`config.mk`:
```
export PLATFORM = sky130hd
export DESIGN_NAME = load_return
export DESIGN_NICKNAME = d
export VERILOG_FILES = /design/src/rtl/load_return.sv
export SDC_FILE = /design/constraint.sdc
export NUM_CORES = 1
export LEC_CHECK = 0
export CAP_MARGIN = 30
export CELL_PAD_IN_SITES_DETAIL_PLACEMENT = 1
export CELL_PAD_IN_SITES_GLOBAL_PLACEMENT = 1
export CORE_MARGIN = 1.5
export CORE_UTILIZATION = 27
export CTS_CLUSTER_DIAMETER = 40
export DETAILED_ROUTE_END_ITERATION = 7
export PLACE_DENSITY = 0.75
export RECOVER_POWER = 100
export SETUP_SLACK_MARGIN = 0.05
export SLEW_MARGIN = 30
export SYNTH_ARGS = -nofsm -noshare
export SYNTH_HDL_FRONTEND = slang
export SYNTH_SLANG_ARGS = --single-unit
```
`constraint.sdc`:
```
create_clock -name clk -period 2.3 [get_ports clk]
set_clock_uncertainty 0.1 [all_clocks]
set_input_delay 0.46 -clock clk [delete_from_list [all_inputs] [get_ports clk]]
set_output_delay 0.46 -clock clk [all_outputs]
set_load 0.01 [all_outputs]
```
`src/rtl/load_return.sv`:
```
// Load/store issue to data memory and in-order load return to the register-file writeback port.
// Optional feature: define STORE_FWD_EN to forward recent store data to dependent loads.
module load_return #(
    parameter int ADDR_W = 10,
    parameter int DATA_W = 32,
    parameter int RD_W   = 5,
    parameter int RD_LAT = 2
) (
    input  logic              clk,
    input  logic              rst,
    input  logic              ld_en_i,
    input  logic              st_en_i,
    input  logic [ADDR_W-1:0] addr_i,
    input  logic [DATA_W-1:0] wdata_i,
    input  logic [RD_W-1:0]   rd_i,
    output logic [ADDR_W-1:0] dm_addr_o,
    output logic [DATA_W-1:0] dm_wdata_o,
    output logic              dm_we_o,
    input  logic [DATA_W-1:0] dm_rdata_i,
    output logic              wb_valid_o,
    output logic [RD_W-1:0]   wb_rd_o,
    output logic [DATA_W-1:0] wb_data_o,
    output logic [2:0]        ld_pend_o,
    output logic              req_err_o
);
    localparam int DEPTH = RD_LAT + 1;

    logic ld_acc;
    logic issue;
    assign ld_acc = ld_en_i & ~st_en_i;   // a colliding store takes the port
    assign issue  = ld_en_i | st_en_i;

    logic [ADDR_W-1:0] dm_addr_reg;
    logic [DATA_W-1:0] dm_wdata_reg;
    logic              dm_we_reg;
    logic              req_err_reg;

    always_ff @(posedge clk) begin
        if (rst) begin
            dm_addr_reg  <= '0;
            dm_wdata_reg <= '0;
            dm_we_reg    <= 1'b0;
            req_err_reg  <= 1'b0;
        end else begin
            if (issue)
                dm_addr_reg <= addr_i;
            if (st_en_i)
                dm_wdata_reg <= wdata_i;
            dm_we_reg   <= st_en_i;
            req_err_reg <= ld_en_i & st_en_i;
        end
    end

    logic [DEPTH-1:0]           tag_valid_reg;
    logic [DEPTH-1:0][RD_W-1:0] tag_rd_reg;
    logic [DATA_W-1:0]          ld_data;

    always_ff @(posedge clk) begin
        if (rst) begin
            tag_valid_reg <= '0;
            tag_rd_reg    <= '0;
        end else begin
            tag_valid_reg[0] <= ld_acc;
            tag_rd_reg[0]    <= rd_i;
            for (int i = 1; i < DEPTH; i++) begin
                tag_valid_reg[i] <= tag_valid_reg[i-1];
                tag_rd_reg[i]    <= tag_rd_reg[i-1];
            end
        end
    end

`ifdef STORE_FWD_EN
    logic [RD_LAT-1:0]             hist_valid_reg;
    logic [RD_LAT-1:0][ADDR_W-1:0] hist_addr_reg;
    logic [RD_LAT-1:0][DATA_W-1:0] hist_data_reg;
    logic [DEPTH-1:0]              tag_fwd_reg;
    logic [DEPTH-1:0][DATA_W-1:0]  tag_fdata_reg;
    logic [DEPTH-1:0]              fwd_match;
    logic [DEPTH-1:0][DATA_W-1:0]  cand_data;
    logic                          fwd_hit;
    logic [DATA_W-1:0]             fwd_data;

    // Candidate 0 is the store currently on the memory port; higher indices are older.
    genvar gi;
    generate
        for (gi = 0; gi < DEPTH; gi++) begin : g_cand
            if (gi == 0) begin : g_live
                assign fwd_match[gi] = dm_we_reg && (dm_addr_reg == addr_i);
                assign cand_data[gi] = dm_wdata_reg;
            end else begin : g_hist
                assign fwd_match[gi] = hist_valid_reg[gi-1] && (hist_addr_reg[gi-1] == addr_i);
                assign cand_data[gi] = hist_data_reg[gi-1];
            end
        end
    endgenerate

    always_comb begin
        fwd_hit  = 1'b0;
        fwd_data = '0;
        for (int i = DEPTH - 1; i >= 0; i--) begin
            if (fwd_match[i]) begin
                fwd_hit  = 1'b1;
                fwd_data = cand_data[i];
            end
        end
    end

    always_ff @(posedge clk) begin
        if (rst) begin
            hist_valid_reg <= '0;
            hist_addr_reg  <= '0;
            hist_data_reg  <= '0;
            tag_fwd_reg    <= '0;
            tag_fdata_reg  <= '0;
        end else begin
            hist_valid_reg[0] <= dm_we_reg;
            hist_addr_reg[0]  <= dm_addr_reg;
            hist_data_reg[0]  <= dm_wdata_reg;
            for (int i = 1; i < RD_LAT; i++) begin
                hist_valid_reg[i] <= hist_valid_reg[i-1];
                hist_addr_reg[i]  <= hist_addr_reg[i-1];
                hist_data_reg[i]  <= hist_data_reg[i-1];
            end
            tag_fwd_reg[0]   <= fwd_hit;
            tag_fdata_reg[0] <= fwd_data;
            for (int i = 1; i < DEPTH; i++) begin
                tag_fwd_reg[i]   <= tag_fwd_reg[i-1];
                tag_fdata_reg[i] <= tag_fdata_reg[i-1];
            end
        end
    end

    assign ld_data = tag_fwd_reg[RD_LAT] ? tag_fdata_reg[RD_LAT] : dm_rdata_i;
`else
    assign ld_data = dm_rdata_i;
`endif

    logic              wb_valid_reg;
    logic [RD_W-1:0]   wb_rd_reg;
    logic [DATA_W-1:0] wb_data_reg;
    logic [2:0]        ld_pend_reg;
    logic              ret;
    assign ret = tag_valid_reg[RD_LAT];

    always_ff @(posedge clk) begin
        if (rst) begin
            wb_valid_reg <= 1'b0;
            wb_rd_reg    <= '0;
            wb_data_reg  <= '0;
            ld_pend_reg  <= '0;
        end else begin
            wb_valid_reg <= ret;
            if (ret) begin
                wb_rd_reg   <= tag_rd_reg[RD_LAT];
                wb_data_reg <= ld_data;
            end
            // Counts tags in the pipe, so it tops out at the pipe depth.
            case ({ld_acc, ret})
                2'b10:   ld_pend_reg <= ld_pend_reg + 3'd1;
                2'b01:   ld_pend_reg <= ld_pend_reg - 3'd1;
                default: ld_pend_reg <= ld_pend_reg;
            endcase
        end
    end

    assign dm_addr_o  = dm_addr_reg;
    assign dm_wdata_o = dm_wdata_reg;
    assign dm_we_o    = dm_we_reg;
    assign req_err_o  = req_err_reg;
    assign wb_valid_o = wb_valid_reg;
    assign wb_rd_o    = wb_rd_reg;
    assign wb_data_o  = wb_data_reg;
    assign ld_pend_o  = ld_pend_reg;
endmodule

```
[Yosys cells after proc, flatten, opt, wreduce, memory -nomap -nowiden]
Cells that the tools add are included.
Operators by class
  $add $sub $neg: 2
  equal/unequal tests: 2
  mux-type cells: 1
  bitwise operators: 4
  reductions and logical operators: 1
Operators with widths (number)
  3-bit case mux with 2 select lines: 1
  3-bit by 1-bit adder with 3-bit output (second input constant): 1
  3-bit by 1-bit subtractor with 3-bit output (second input constant): 1
  1-bit bitwise AND: 2
  2-bit by 1-bit equality test with 1-bit output (second input constant): 1
  2-bit equality test (second input constant): 1
  2-bit nonzero test: 1
  1-bit NOT: 1
  1-bit OR: 1
Word-level totals
  register bits after elaboration: 103
  input port bits: 83
  output and inout bits: 85
  logic and storage cells: 22

[Longest topological paths before layout]
  depth after elaboration: 4
  mapped depth: 8
  depth with buffers taken out: 6

[Least setup slack after synthesis]
No wires, ideal clock.
  path kind: input to register
  start point: input port st_en_i
  end point: register ld_pend_reg[2], in the netlist ld_pend_o[2]
  setup time: 71 ps
  arrival: 2065 ps
  data required time: 2129 ps
  slack: 64 ps
  cell stages on the path: 8
  buffers on the path: 2
  cell sequence: buf_4 buf_6 nand2b_1 ha_1 fa_1 xnor2_1 or3_1 a21oi_1
Between the ends
  word-level cells in the longest chain between the ends: 4
  elaborated cells on any way between the ends: 6
  classes of those cells: eq/ne (2); mux (1); bitwise (2); reduce/logical (1)
RTL lines
  from (decl): RTL line 12  | input logic st_en_i,
  1-bit NOT (*): RTL line 30  | assign ld_acc = ld_en_i & ~st_en_i;
  1-bit bitwise AND (*): RTL line 30
  2-bit by 1-bit equality test with 1-bit output / 2-bit equality test (equally long branches): RTL line 158  | case ({ld_acc, ret})
  3-bit case mux with 2 select lines / 2-bit nonzero test (equally long branches)
  to (signal assigned): RTL line 159  | 2'b10: ld_pend_reg <= ld_pend_reg + 3'd1;
  to (signal assigned): RTL line 160  | 2'b01: ld_pend_reg <= ld_pend_reg - 3'd1;
  to (signal assigned): RTL line 161  | default: ld_pend_reg <= ld_pend_reg;
  to (decl): RTL line 141  | logic [2:0] ld_pend_reg;
Every way passes the cells marked *; elsewhere a longest branch is shown, timed or not.
A chain may end at the register's enable or synchronous reset.

[Worst setup path after layout]
  start point: input port ld_en_i
  end point: register ld_pend_reg[2], in the netlist ld_pend_o[2]
Between the ends
  word-level cells in the longest chain between the ends: 3
  elaborated cells on any way between the ends: 5
  classes of those cells: eq/ne (2); mux (1); bitwise (1); reduce/logical (1)
RTL lines
  from (decl): RTL line 11  | input logic ld_en_i,
  1-bit bitwise AND (*): RTL line 30
  2-bit by 1-bit equality test with 1-bit output / 2-bit equality test (equally long branches): RTL line 158
  3-bit case mux with 2 select lines / 2-bit nonzero test (equally long branches)
Marked as above.

==> reports/metrics.yaml <==
post_cts_buffers: 0
startpoint_type: "input port"
numCtsBuffers: 9
drt_first_pass_iters: 2
worst_pin_slew_ns: 1.28
gr-total-overflow: 0
die_x_um: 117
relSlewSlack: 0.144
crit_chain: "clkdlybuf4s50_1 > nand2b_1 > ha_1 > fa_1 > xnor2_1 > or3_1 > a21oi_1"
die_area_sq_mm: 0.0137
power_density_mw_per_mm2: 689
critPathMaxStageDelay_ns: 0.48
grt_setup_unrepaired: "no"
post-route-drc-count: 0
outcome: "completed"
synth-seq-area-share: 0.588
syn2layout_area_growth_pct: 59.4
endpoint_kind: "flip-flop"
holdWs_ns: 0.338
crit_slowest_cell: "clkdlybuf4s50_1"
numClockSinks: 103
finalNonFillerCells: 666
syn_nets: 410
finalCriticalPeriod_ns: 2.11
synth_commonest_cells: "dfxtp_1 (103), nor2_1 (71), mux2i_1 (70), nand2_1 (20), nor2b_1 (19)"
gp_congestion: 0.652
yosys_most_used_dff: "dfxtp_1"
worst-path-max-fanout: 2
yosysTopAreaCell: "dfxtp_1"
vdd_drop_max_mv: 0.280
timing.final.crit_share: 0.919
clock-root-buffer: "clkbuf_16"
clock_latency_ns: 0.34
num_rows: 41
path_buf_inv: 1
ios: 168
leakage_nw: 2.38
async_flop_share: 0
grt_usage: 0.136
ys_types: 21
finalHoldViolCount: 0
ant_nets: 0
clkTransAtPathRegs_ns: 0.07
routed_wl_mm: 9.04
core-area_sq_mm: 0.0127
crit_type: "input port to flip-flop"
antenna_found_initial: 0
drt_iter0_drc: 70
h-tree-depth: 3
via_count: 2824
synthTopCellsByArea: "dfxtp_1 (59%), mux2i_1 (20%), nor2_1 (7.6%)"
antenna_cells: 0
hold_buffers: 0
setup_viol: 0
synthesis.area_sq_mm: 0.00351
clock_path_buffers: 2
grt_pass1_wl_mm: 14.3
fp.dieH_um: 117
port_buffers: 167
cts_tree: "done"
hp-class: "flip-flop to flip-flop"
synth_top_area_frac: 0.588
syn_inst: 325
grt_max_degree: 49
worstPathArrival_ns: 2.27
maxCapViolations: 0
yosys_warnings: 0
required_ns: 2.46
crit_family: "adder cells"
wl_per_cell_um: 13.6
maxSlewViolCount: 0
final_area_sq_mm: 0.00559
max_freq_ghz: 0.473
routed_via_density: 4.24
yosysMostFrequentCell: "dfxtp_1"
ys_seq_elements: 103
place_inst: 650
final_layout_size_suffix_gt1_frac: 0.0466
synth_edf_count: 0
place_area_sq_mm: 0.00532
finalSetupTns_ns: 0
syn_area_per_cell_sq_um: 10.8
grt_pass1_vias: 3016
cts_resized: 0
layout.nets: 574
start_util: 0.277
hpwl_mm: 6.56
==> final timing paths <==
| path | startpoint | endpoint | slack [ns] | cells after the start |
|---|---|---|---|---|
| worst max-delay path | ld_en_i | ld_pend_o[2]$_SDFFE_PP0P_ | 0.19 | 7 |
| worst min-delay path | tag_valid_reg[0]$_SDFF_PP0_ | tag_valid_reg[1]$_SDFF_PP0_ | 0.34 | 1 |
| worst max register to register | tag_valid_reg[2]$_SDFF_PP0_ | wb_data_o[18]$_SDFFE_PP0P_ | 0.35 | 3 |
| worst min register to register | tag_valid_reg[0]$_SDFF_PP0_ | tag_valid_reg[1]$_SDFF_PP0_ | 0.34 | 1 |
==> cells in the final DEF (no fill, tap or decap), drive strengths merged <==
cell type,Yosys,final
a21oi,11,11
and3b,1,1
buf,13,2
bufinv,0,1
clkbuf,7,15
clkdlybuf4s50,0,80
clkinv,0,1
clkinvlp,0,3
dfxtp,103,103
dlygate4sd3,0,85
fa,1,1
ha,1,1
inv,0,2
mux2i,70,70
nand2,20,20
nand2b,1,1
nor2,72,72
nor2b,19,19
nor3b,1,1
o21ai,1,1
or2,1,1
or3,1,1
xnor2,1,1
xor2,1,1
==> layer usage <==
layer,part of all wire,vias to the layer above,global-route usage
li1,-,1384,-
met3,0.10,13,0.0530
met2,0.48,107,0.236
met1,0.40,1320,0.148
met5,0,-,0
met4,0.018,0,0.0602
==> area by class of cell <==
class	count	area, sq um
multi-input combinational	202	1320
fill	1441	7080
clock buffer	9	225
clock inverter	7	81.3
sequential	103	2060
tap	172	215
timing repair buffer	173	1690
==> power breakdown <==
part / total, W / internal (W) / switching (W)
logic: 0.000423 / 0.000257 / 0.000166
registers: 0.00188 / 0.00185 / 0.0000308
clock network: 0.00155 / 0.000857 / 0.000692
==> cell families after synthesis <==
family / count (synthesis) / synth area share
and+or+nand+nor: 116 / 0.144
AOI/OAI and AO/OA: 12 / 0.0171
adders and majority gates: 2 / 0.00927
buffers and inverters: 20 / 0.0371
muxes: 70 / 0.200
xor gates and xnor gates: 2 / 0.00499
DFF: 103 / 0.588
==> through the flow <==
step / setup slack (ns) / power [W] / utilization
5_1_grt: 0.0967 / 0.00404 / 0.441
2_1_floorplan: 0.0643 / 0.00209 / -
4_1_cts: 0.225 / 0.00396 / 0.444
3_3_place_gp: -0.0905 / 0.00236 / 0.420
3_5_place_dp: -0.129 / 0.00238 / 0.420
6_report: 0.187 / 0.00385 / 0.441
No activity file was read; power rests on OpenSTA's default activity.
